<file path="src/rtl/ss_pkg.sv">
// Shared opcode/state encodings, latency constants and opcode property helpers for stack_seq.
package ss_pkg;
  localparam int DSZ_DEF  = 32;
  localparam int LAT_ONE  = 1;
  localparam int LAT_SWAP = 2;
  localparam int LAT_ROT  = 4;

  typedef enum logic [3:0] {
    OP_NOP = 4'd0, OP_LIT = 4'd1, OP_DUP = 4'd2, OP_OVER = 4'd3, OP_DROP = 4'd4,
    OP_SWAP = 4'd5, OP_ROT = 4'd6, OP_ADD = 4'd7, OP_SUB = 4'd8, OP_AND = 4'd9,
    OP_OR = 4'd10, OP_XOR = 4'd11, OP_INV = 4'd12
  } op_e;

  typedef enum logic [2:0] {S_IDLE, S_POP1, S_POP2, S_PUSH1, S_PUSH2} state_e;

  // Live cells (TOS included) an opcode must find before it may start.
  function automatic logic [1:0] need_items(input logic [3:0] op);
    case (op)
      OP_DUP, OP_INV:                     need_items = 2'd1;
      OP_OVER, OP_DROP, OP_SWAP, OP_ADD,
      OP_SUB, OP_AND, OP_OR, OP_XOR:      need_items = 2'd2;
      OP_ROT:                             need_items = 2'd3;
      default:                            need_items = 2'd0;
    endcase
  endfunction

  function automatic logic is_alu(input logic [3:0] op);
    return (op >= 4'(OP_ADD)) && (op <= 4'(OP_INV));
  endfunction

  function automatic logic net_push(input logic [3:0] op);
    return (op == 4'(OP_LIT)) || (op == 4'(OP_DUP)) || (op == 4'(OP_OVER));
  endfunction

  function automatic int lat_of(input logic [3:0] op);
    case (op)
      OP_SWAP: lat_of = LAT_SWAP;
      OP_ROT:  lat_of = LAT_ROT;
      default: lat_of = LAT_ONE;
    endcase
  endfunction
endpackage

</file>
<file path="src/rtl/stack_alu.sv">
// Combinational ALU for stack_seq: a is NOS (s0), b is TOS; SUB computes s0 - tos.
module stack_alu
  import ss_pkg::*;
#(
  parameter int DSZ = DSZ_DEF
) (
  input  logic [3:0]     i_op,
  input  logic [DSZ-1:0] i_s0,
  input  logic [DSZ-1:0] i_tos,
  output logic [DSZ-1:0] o_y
);
  always_comb begin
    case (i_op)
      OP_ADD:  o_y = i_s0 + i_tos;
      OP_SUB:  o_y = i_s0 - i_tos;
      OP_AND:  o_y = i_s0 & i_tos;
      OP_OR:   o_y = i_s0 | i_tos;
      OP_XOR:  o_y = i_s0 ^ i_tos;
      OP_INV:  o_y = ~i_tos;
      default: o_y = i_tos;
    endcase
  end
endmodule

</file>
<file path="src/rtl/stack_seq.sv">
// Stack sequencer: local TOS register driving a downstream cell stack via push/pop strobes.
// ALU opcodes exist only when STACK_SEQ_ALU_EN is defined; otherwise they complete as illegal.
module stack_seq
  import ss_pkg::*;
#(
  parameter int DEPTH = 16,
  parameter int DSZ   = DSZ_DEF
) (
  input  logic                   clk,
  input  logic                   rst,
  input  logic                   en,
  input  logic                   req,
  input  logic [3:0]             op,
  input  logic [DSZ-1:0]         vi,
  output logic                   busy,
  output logic                   ack,
  output logic                   err,
  output logic [DSZ-1:0]         tos,
  output logic [$clog2(DEPTH):0] depth,
  output logic                   ss_push,
  output logic                   ss_pop,
  output logic [DSZ-1:0]         ss_vo,
  input  logic [DSZ-1:0]         ss_s0,
  input  logic [DSZ-1:0]         ss_s1
);
  localparam int DW = $clog2(DEPTH) + 1;
  localparam logic [DW-1:0] FULL = DW'(DEPTH);

  state_e         r_state, w_state;
  logic [3:0]     r_op, w_op;
  logic [DSZ-1:0] r_tos, w_tos, r_vo, w_vo, r_sv0, w_sv0, r_sv1, w_sv1;
  logic [DW-1:0]  r_depth, w_depth;
  logic           r_ack, w_ack, r_err, w_err, r_push, w_push, r_pop, w_pop;
  logic [DSZ-1:0] w_alu_y;
  logic           w_alu_ok, w_start, w_reject;

`ifdef STACK_SEQ_ALU_EN
  stack_alu #(.DSZ(DSZ)) u_alu (.i_op(op), .i_s0(ss_s0), .i_tos(r_tos), .o_y(w_alu_y));
  assign w_alu_ok = 1'b1;
`else
  assign w_alu_y  = r_tos;
  assign w_alu_ok = 1'b0;
`endif

  // The ack cycle blocks a new latch so the downstream stack settles before s0/s1 are read.
  assign w_start  = (r_state == S_IDLE) && req && !r_ack;
  assign w_reject = (op > 4'(OP_INV)) || (is_alu(op) && !w_alu_ok)
                  || (r_depth < DW'(need_items(op)))
                  || (net_push(op) && (r_depth == FULL));

  always_comb begin
    w_state = r_state; w_op = r_op; w_tos = r_tos; w_depth = r_depth;
    w_ack = 1'b0; w_err = 1'b0; w_push = 1'b0; w_pop = 1'b0;
    w_vo = r_vo; w_sv0 = r_sv0; w_sv1 = r_sv1;
    case (r_state)
      S_IDLE: if (w_start) begin
        w_op = op;
        if (w_reject) begin
          w_ack = 1'b1; w_err = 1'b1;
        end else begin
          w_ack = (lat_of(op) == LAT_ONE);
          case (op)
            OP_LIT: begin
              w_tos = vi;
              if (r_depth == '0) w_depth = DW'(1);
              else begin
                w_push = 1'b1; w_vo = r_tos; w_depth = r_depth + 1'b1; w_state = S_PUSH1;
              end
            end
            OP_DUP, OP_OVER: begin
              w_push = 1'b1; w_vo = r_tos; w_depth = r_depth + 1'b1; w_state = S_PUSH1;
              if (op == 4'(OP_OVER)) w_tos = ss_s0;
            end
            OP_DROP, OP_SWAP: begin
              w_pop = 1'b1; w_tos = ss_s0; w_sv0 = r_tos; w_depth = r_depth - 1'b1; w_state = S_POP1;
            end
            OP_ROT: begin
              w_pop = 1'b1; w_sv0 = ss_s0; w_sv1 = ss_s1; w_depth = r_depth - 1'b1; w_state = S_POP1;
            end
            OP_ADD, OP_SUB, OP_AND, OP_OR, OP_XOR: begin
              w_pop = 1'b1; w_tos = w_alu_y; w_depth = r_depth - 1'b1; w_state = S_POP1;
            end
            OP_INV:  w_tos = w_alu_y;
            default: ;
          endcase
        end
      end
      S_POP1: begin
        w_state = S_IDLE;
        if (r_op == 4'(OP_SWAP)) begin
          w_push = 1'b1; w_vo = r_sv0; w_depth = r_depth + 1'b1; w_ack = 1'b1; w_state = S_PUSH1;
        end else if (r_op == 4'(OP_ROT)) begin
          w_pop = 1'b1; w_depth = r_depth - 1'b1; w_state = S_POP2;
        end
      end
      S_POP2: begin
        w_push = 1'b1; w_vo = r_sv0; w_depth = r_depth + 1'b1; w_state = S_PUSH1;
      end
      S_PUSH1: begin
        w_state = S_IDLE;
        // ROT finishes by pushing old TOS (c) beneath the new TOS (a).
        if (r_op == 4'(OP_ROT)) begin
          w_push = 1'b1; w_vo = r_tos; w_tos = r_sv1; w_depth = r_depth + 1'b1;
          w_ack = 1'b1; w_state = S_PUSH2;
        end
      end
      default: w_state = S_IDLE;
    endcase
  end

  always_ff @(posedge clk or negedge rst) begin
    if (!rst) begin
      r_state <= S_IDLE; r_op <= '0; r_tos <= '0; r_depth <= '0;
      r_ack <= 1'b0; r_err <= 1'b0; r_push <= 1'b0; r_pop <= 1'b0;
      r_vo <= '0; r_sv0 <= '0; r_sv1 <= '0;
    end else if (en) begin
      r_state <= w_state; r_op <= w_op; r_tos <= w_tos; r_depth <= w_depth;
      r_ack <= w_ack; r_err <= w_err; r_push <= w_push; r_pop <= w_pop;
      r_vo <= w_vo; r_sv0 <= w_sv0; r_sv1 <= w_sv1;
    end
  end

  assign busy    = (r_state != S_IDLE);
  assign ack     = r_ack & en;
  assign err     = r_err & en;
  assign ss_push = r_push & en;
  assign ss_pop  = r_pop & en;
  assign ss_vo   = r_vo;
  assign tos     = r_tos;
  assign depth   = r_depth;
endmodule

</file>
<file path="config.mk">
export PLATFORM = sky130hd
export DESIGN_NAME = stack_seq
export DESIGN_NICKNAME = d
export VERILOG_FILES = /design/src/rtl/ss_pkg.sv /design/src/rtl/stack_alu.sv /design/src/rtl/stack_seq.sv
export SDC_FILE = /design/constraint.sdc
export NUM_CORES = 1
export LEC_CHECK = 0
export CAP_MARGIN = 15
export CORE_UTILIZATION = 56
export CTS_BUF_LIST = sky130_fd_sc_hd__clkbuf_8
export CTS_CLUSTER_DIAMETER = 30
export CTS_CLUSTER_SIZE = 10
export DETAILED_ROUTE_END_ITERATION = 8
export GPL_ROUTABILITY_DRIVEN = 0
export PLACE_DENSITY = 0.89
export SYNTH_ARGS = -nofsm -noshare
export SYNTH_HDL_FRONTEND = slang
export SYNTH_SLANG_ARGS = --single-unit
</file>
<file path="constraint.sdc">
create_clock -name clk -period 3.6 [get_ports clk]
set_input_delay 1.08 -clock clk [delete_from_list [all_inputs] [get_ports clk]]
set_output_delay 1.08 -clock clk [all_outputs]
set_load 0.03 [all_outputs]
</file>
After elaboration in Yosys (flattened, before gate mapping). Memories as Yosys holds them, arrays and structs flattened. Index checks and enable logic that the tools add are counted.

Register bits after elaboration: 144. Logic and storage cells: 129. ROM bits: 32. Input bits: 104. Output and inout port bits: 74. Memories kept: 1.

Eq/ne operators: 28. Bitwise operators: 5. Muxes and demuxes: 52. $lt $le $gt $ge: 4. Reduce and logical (&&, ||, !) cells: 26. Add/subtract/negate cells: 2.

Memories: (no name shown) (depth 16, width 2, rd ports 1, clocked after Yosys merged registers in 0, wr ports 0, line ss_pkg.sv:18) `case (op)`.

Operators by type and width (number): two-way mux 32 bit (12); case mux 32 bit (2 select lines) (3); case mux 32 bit (4 select lines) (1); case mux 32 bit (3 select lines) (1); == test 32 x 2 -> 1 bit, second input constant (1); two-way mux 5 bit (6); == test 4 x 3 -> 1 bit, second input constant (6); case mux 5 bit (4 select lines) (1); == test 4 bit, second input constant (4); case mux 5 bit (3 select lines) (1); AND reduction 5 bit (3); two-way mux 1 bit (14); AND reduction 7 bit (2); two-way mux 3 bit (4); case mux 3 bit (4 select lines) (1); inequality test 3 bit, second input constant (3); case mux 3 bit (3 select lines) (1); == test 4 x 2 -> 1 bit, second input constant (2); inequality test 2 bit, second input constant (4); AND reduction 8 bit (1); OR reduction 8 bit (1); == test 3 x 2 -> 1 bit, second input constant (2); case mux 3 bit (2 select lines) (1); adder 5 x 1 -> 5 bit, second input constant (1); other kinds (27) (41).

Logic depth before layout (Yosys ltp).
Depth after elaboration: 12. Depth in mapped cells: 12. Depth with buffers taken out: 8.

Worst setup path before layout. Ideal clock, no wire load.

Kind: input to register. From: input op[3]. To: register r_sv1[10]. Buffers on the path: 4. Path slack: 73 ps. Required time: 3475 ps. Cell stages on the path: 12. Setup time: 125 ps. Arrival time: 3402 ps. Cells stage by stage: clkbuf_1 clkbuf_1 a211oi_1 a21o_1 ha_1 a211oi_2 o21a_2 nor3_2 and4_4 buf_6 buf_6 mux2_4.

Word-level cells in the longest chain between the ends: 7. Elaborated cells on any way between the ends: 18. Those cells by class: order compare (4); eq/ne (4); bitwise (1); reduce/logical (8); memory (1).

Ends and longest elaborated chain: from (decl) (line stack_seq.sv:13) `input logic [3:0] op,`; parallel branches: the longest is 6 deep, another holds less-than comparator 5 x 2 -> 1 bit; AND reduction 5 bit (no source line) (*); to (signal assigned) (line stack_seq.sv:119) `r_vo <= w_vo; r_sv0 <= w_sv0; r_sv1 <= w_sv1;`; to (decl) (line stack_seq.sv:31) `logic [DSZ-1:0] r_tos, w_tos, r_vo, w_vo, r_sv0, w_sv0, r_sv1, w_sv1;`.

Every way passes the cells marked *. A chain may end at the register's enable or synchronous reset.

Final worst setup path.
From: input op[1]. To: register r_tos[10], in the netlist tos[10].

Word-level cells in the longest chain between the ends: 7. Elaborated cells on any way between the ends: 27. Those cells by class: order compare (4); eq/ne (8); mux (4); reduce/logical (10); memory (1).

Ends and longest elaborated chain: parallel branches: the longest is 7 deep, another holds less-than comparator 5 x 2 -> 1 bit; to (signal assigned) (line stack_seq.sv:117) `r_state <= w_state; r_op <= w_op; r_tos <= w_tos; r_depth <= w_depth;`; to (decl) (line stack_seq.sv:31).

Several ways; the timed one is not identified. The select of a mux whose other input is x is not followed.

==> results.sh <==
export IMPL_ys_warn_count=0
export IMPL_pwr_share_clk_pct=16.8
export IMPL_htreeDepth=4
export IMPL_r2r_end="ss_vo[7]"
export IMPL_busiest_layer="met2"
export IMPL_ys_types=61
export IMPL_final_common_cell="clkdlybuf4s50_1"
export IMPL_ys_async_sr_fraction_pct=100
export IMPL_use_met1_pct=37.6
export IMPL_grt_usage_pct=30.5
export IMPL_fin_skew_ns=0.0147
export IMPL_place_area_um2=9450
export IMPL_synthAdderAreaFrac_pct=0.677
export IMPL_via_count=6118
export IMPL_cts_resized=0
export IMPL_slowest_delay_ns=0.48
export IMPL_preCtsSetupSlack_ns=0.0492
export IMPL_critPathSlowestCell="clkdlybuf4s50_1"
export IMPL_worst_slew_pin_slew_ns=0.773
export IMPL_synth_xor_area_share_pct=0.474
export IMPL_final_cell_mix="clkdlybuf4s50_1 (172), dfrtp_1 (144), o21ai_0 (99), mux2i_1 (97), a21oi_1 (43)"
export IMPL_antenna_found_initial=1
export IMPL_ctsHoldBuffers=0
export IMPL_cp_cell_sequence="clkdlybuf4s50_1, buf_4, or3b_1, a211oi_2, o21ai_1, a31oi_4, nor2_4, buf_12, mux2_1"
export IMPL_critical_path_top_delay_family="buffers and inverters"
export IMPL_coreArea_um2=12700
export IMPL_fmax_mhz=321
export IMPL_status="complete, no violations"
export IMPL_pin_count=178
export IMPL_stdcell_count=1035
export IMPL_firstDrtPassIters=5
export IMPL_synth_edf_count=0
export IMPL_dp_cells=1003
export IMPL_dieWidth_um=117
export IMPL_arrival_ns=3.43
export IMPL_min_period_ns=3.11
export IMPL_clock_sinks=144
export IMPL_crit_type="input pin to flip-flop"
export IMPL_dieHeight_um=117
export IMPL_use_met2_pct=51.9
export IMPL_wl_per_cell_um=19.1
export IMPL_synth_cells=675
export IMPL_synth_ff_type="dfrtp_1"
export IMPL_seq_area_frac_synth_pct=48.7
export IMPL_hold_path_depth=2
export IMPL_synth_area_top_cells="dfrtp_1 (49%), mux2i_1 (13%), o21ai_0 (6.7%), mux2_4 (6.1%), mux2_1 (4.9%)"
export IMPL_p_int_uw=4400
export IMPL_power_density_nw_per_um2=767
export IMPL_grt_max_degree=87
export IMPL_post_cts_buffers=0
export IMPL_crit_fanout=18
export IMPL_synth_area_mux_share_pct=25.2
export IMPL_path_buf_inv=3
export IMPL_synth_compound_area_share_pct=13.2
export IMPL_r2r_start="depth[0]"
export IMPL_drt_iter0_markers=435
export IMPL_antennaDiodeCount=0
export IMPL_fp_dieArea_um2=13700
export IMPL_maxSlewViolCount=0
export IMPL_cts_root_buf="clkbuf_8"
export IMPL_synth_top_cell_area_share_pct=48.7
export IMPL_drt_wl_total_mm=19.8
export IMPL_reg2reg_depth=9
export IMPL_grt_overflow_total=0
export IMPL_dp_final_hpwl_mm=14.1
export IMPL_worstPathRequired_ns=3.92
export IMPL_relSlewSlack_pct=48.5
export IMPL_use_met3_pct=6.69
export IMPL_ant_nets=0
export IMPL_drc=0
export IMPL_fin_setup_tns_ns=0
export IMPL_p_sw_share_pct=41.8
export IMPL_start_util_pct=58.1
export IMPL_drv_cap=0
export IMPL_fin_area_um2=9850
export IMPL_synth_top_family_by_area="multiplexers"
export IMPL_fp_row_count=41
export IMPL_hold_end="r_sv0[4]"
export IMPL_setup_viol=0
export IMPL_ir_drop_uv=445
export IMPL_io_buffers=177
export IMPL_hold_ws_ns=0.492
export IMPL_synth_cell_area_um2=7390
export IMPL_clk_pin_slew_ns=0.08
export IMPL_ys_seq_elements=144
export IMPL_syn_area_per_cell_um2=11.0
export IMPL_cts_buffers=17
export IMPL_clockBufferDepth=2
export IMPL_final_setup_worst_slack_ns=0.487
export IMPL_cp_start_kind="input pin"
export IMPL_post_route_period_util_pct=86.5
export IMPL_fill_cells=844
export IMPL_grt_pass1_vias=6339
export IMPL_syn2layout_area_growth_pct=33.2
export IMPL_nets=958
export IMPL_grt_first_pass_wirelength_mm=31.3
export IMPL_syn_num_nets=783
export IMPL_p_switching_uw=3150
export IMPL_p_seq_share_pct=35.7
export IMPL_comb_power_share_pct=47.5
export IMPL_reg2reg_slack_ns=1.12
export IMPL_drive_gt1_share_pct=13.4
export IMPL_via_per_inst=5.91
export IMPL_power_leakage_uw=0.00428
export IMPL_rsz0062_at_grt="false"
export IMPL_synth_largest_area_cell="dfrtp_1"
export IMPL_worst_hold_path_type="flip-flop to flip-flop"
export IMPL_worstSkewPairLatency_ns=0.43
export IMPL_yosys_area_share_simple_pct=8.09
export IMPL_tritoncts="yes"
export IMPL_hold_viol_final=0
export IMPL_endpoint_kind="flip-flop"
export IMPL_hp_start="r_sv0[4]"
## cell type report
cell class              count  area [um2]  area share [%]
well taps                 172         215            2.18
clock inverters            13         134            1.36
multi-input cells         474        3540            36.0
repair buffers            205        2060            20.9
inverters                   8        30.0           0.305
clock buffers              19         262            2.65
flip-flops and latches    144        3600            36.6
## power groups by stage
stage,Sequential [uW],Clock [uW],Combinational [uW]
floorplan,3180,0,1630
global placement,2650,0,3410
detailed placement,2700,0,3550
CTS,2680,1280,3590
global route,2760,1360,3850
finish,2700,1270,3590
## worst min-delay path, stage by stage, from the launching register on
cell	delay, ns
dfrtp_1	0.35
nand2_1	0.05
o21ai_0	0.06
## logic make-up (layout without fill, tap and decap cells)
group | count (synthesis) | after routing
AOI/OAI and AO/OA | 177 | 177
xor gates and xnor gates | 4 | 4
adders and majority gates | 4 | 4
buffers and inverters | 57 | 245
DFF | 144 | 144
muxes | 166 | 166
and+or+nand+nor | 123 | 123
## cell usage after synthesis, drive strengths merged (6+ instances only)
cell type	instances
clkbuf	30
mux2i	97
o21ai	109
buf	19
a31oi	6
inv	8
mux2	69
nor2	44
a21oi	43
nand2	39
nor3	7
dfrtp	144
## flip-flops by register name, summed over array words and instances (netlist names)
| register | cells |
|---|---|
| ss_vo | 32 |
| r_pop | 1 |
| r_push | 1 |
| r_state | 3 |
| r_sv1 | 32 |
| depth | 5 |
| r_op | 4 |
| r_sv0 | 32 |
| r_ack | 1 |
| tos | 32 |
| r_err | 1 |
## how the worst max path moves through the flow
stage / startpoint / to / slack [ns] / cells after the start
5_1_grt: op[1] / ss_vo[23] / 0.39 / 9
6_report: op[1] / tos[10] / 0.49 / 9
2_1_floorplan: op[3] / r_sv1[10] / 0.07 / 12
3_3_place_gp: op[0] / r_sv1[1] / 0.07 / 10
3_5_place_dp: op[0] / r_sv1[0] / 0.05 / 10
4_1_cts: op[1] / tos[10] / 0.51 / 9
## per-layer routing
| layer | vias up | part of all wire (%) |
|---|---|---|
| met1 | 3033 | 40 |
| met5 | - | 0 |
| met2 | 275 | 51 |
| li1 | 2766 | - |
| met3 | 44 | 6.5 |
| met4 | 0 | 2.3 |
## through the flow
step | power (uW) | util (%)
finish | 7550 | 77.4
global route | 7970 | 77.4
CTS | 7560 | 77.4
detailed placement | 6250 | 74.3
global placement | 6060 | 74.3
floorplan | 4810 | -
Note: power is estimated with default switching activity, not from simulation.
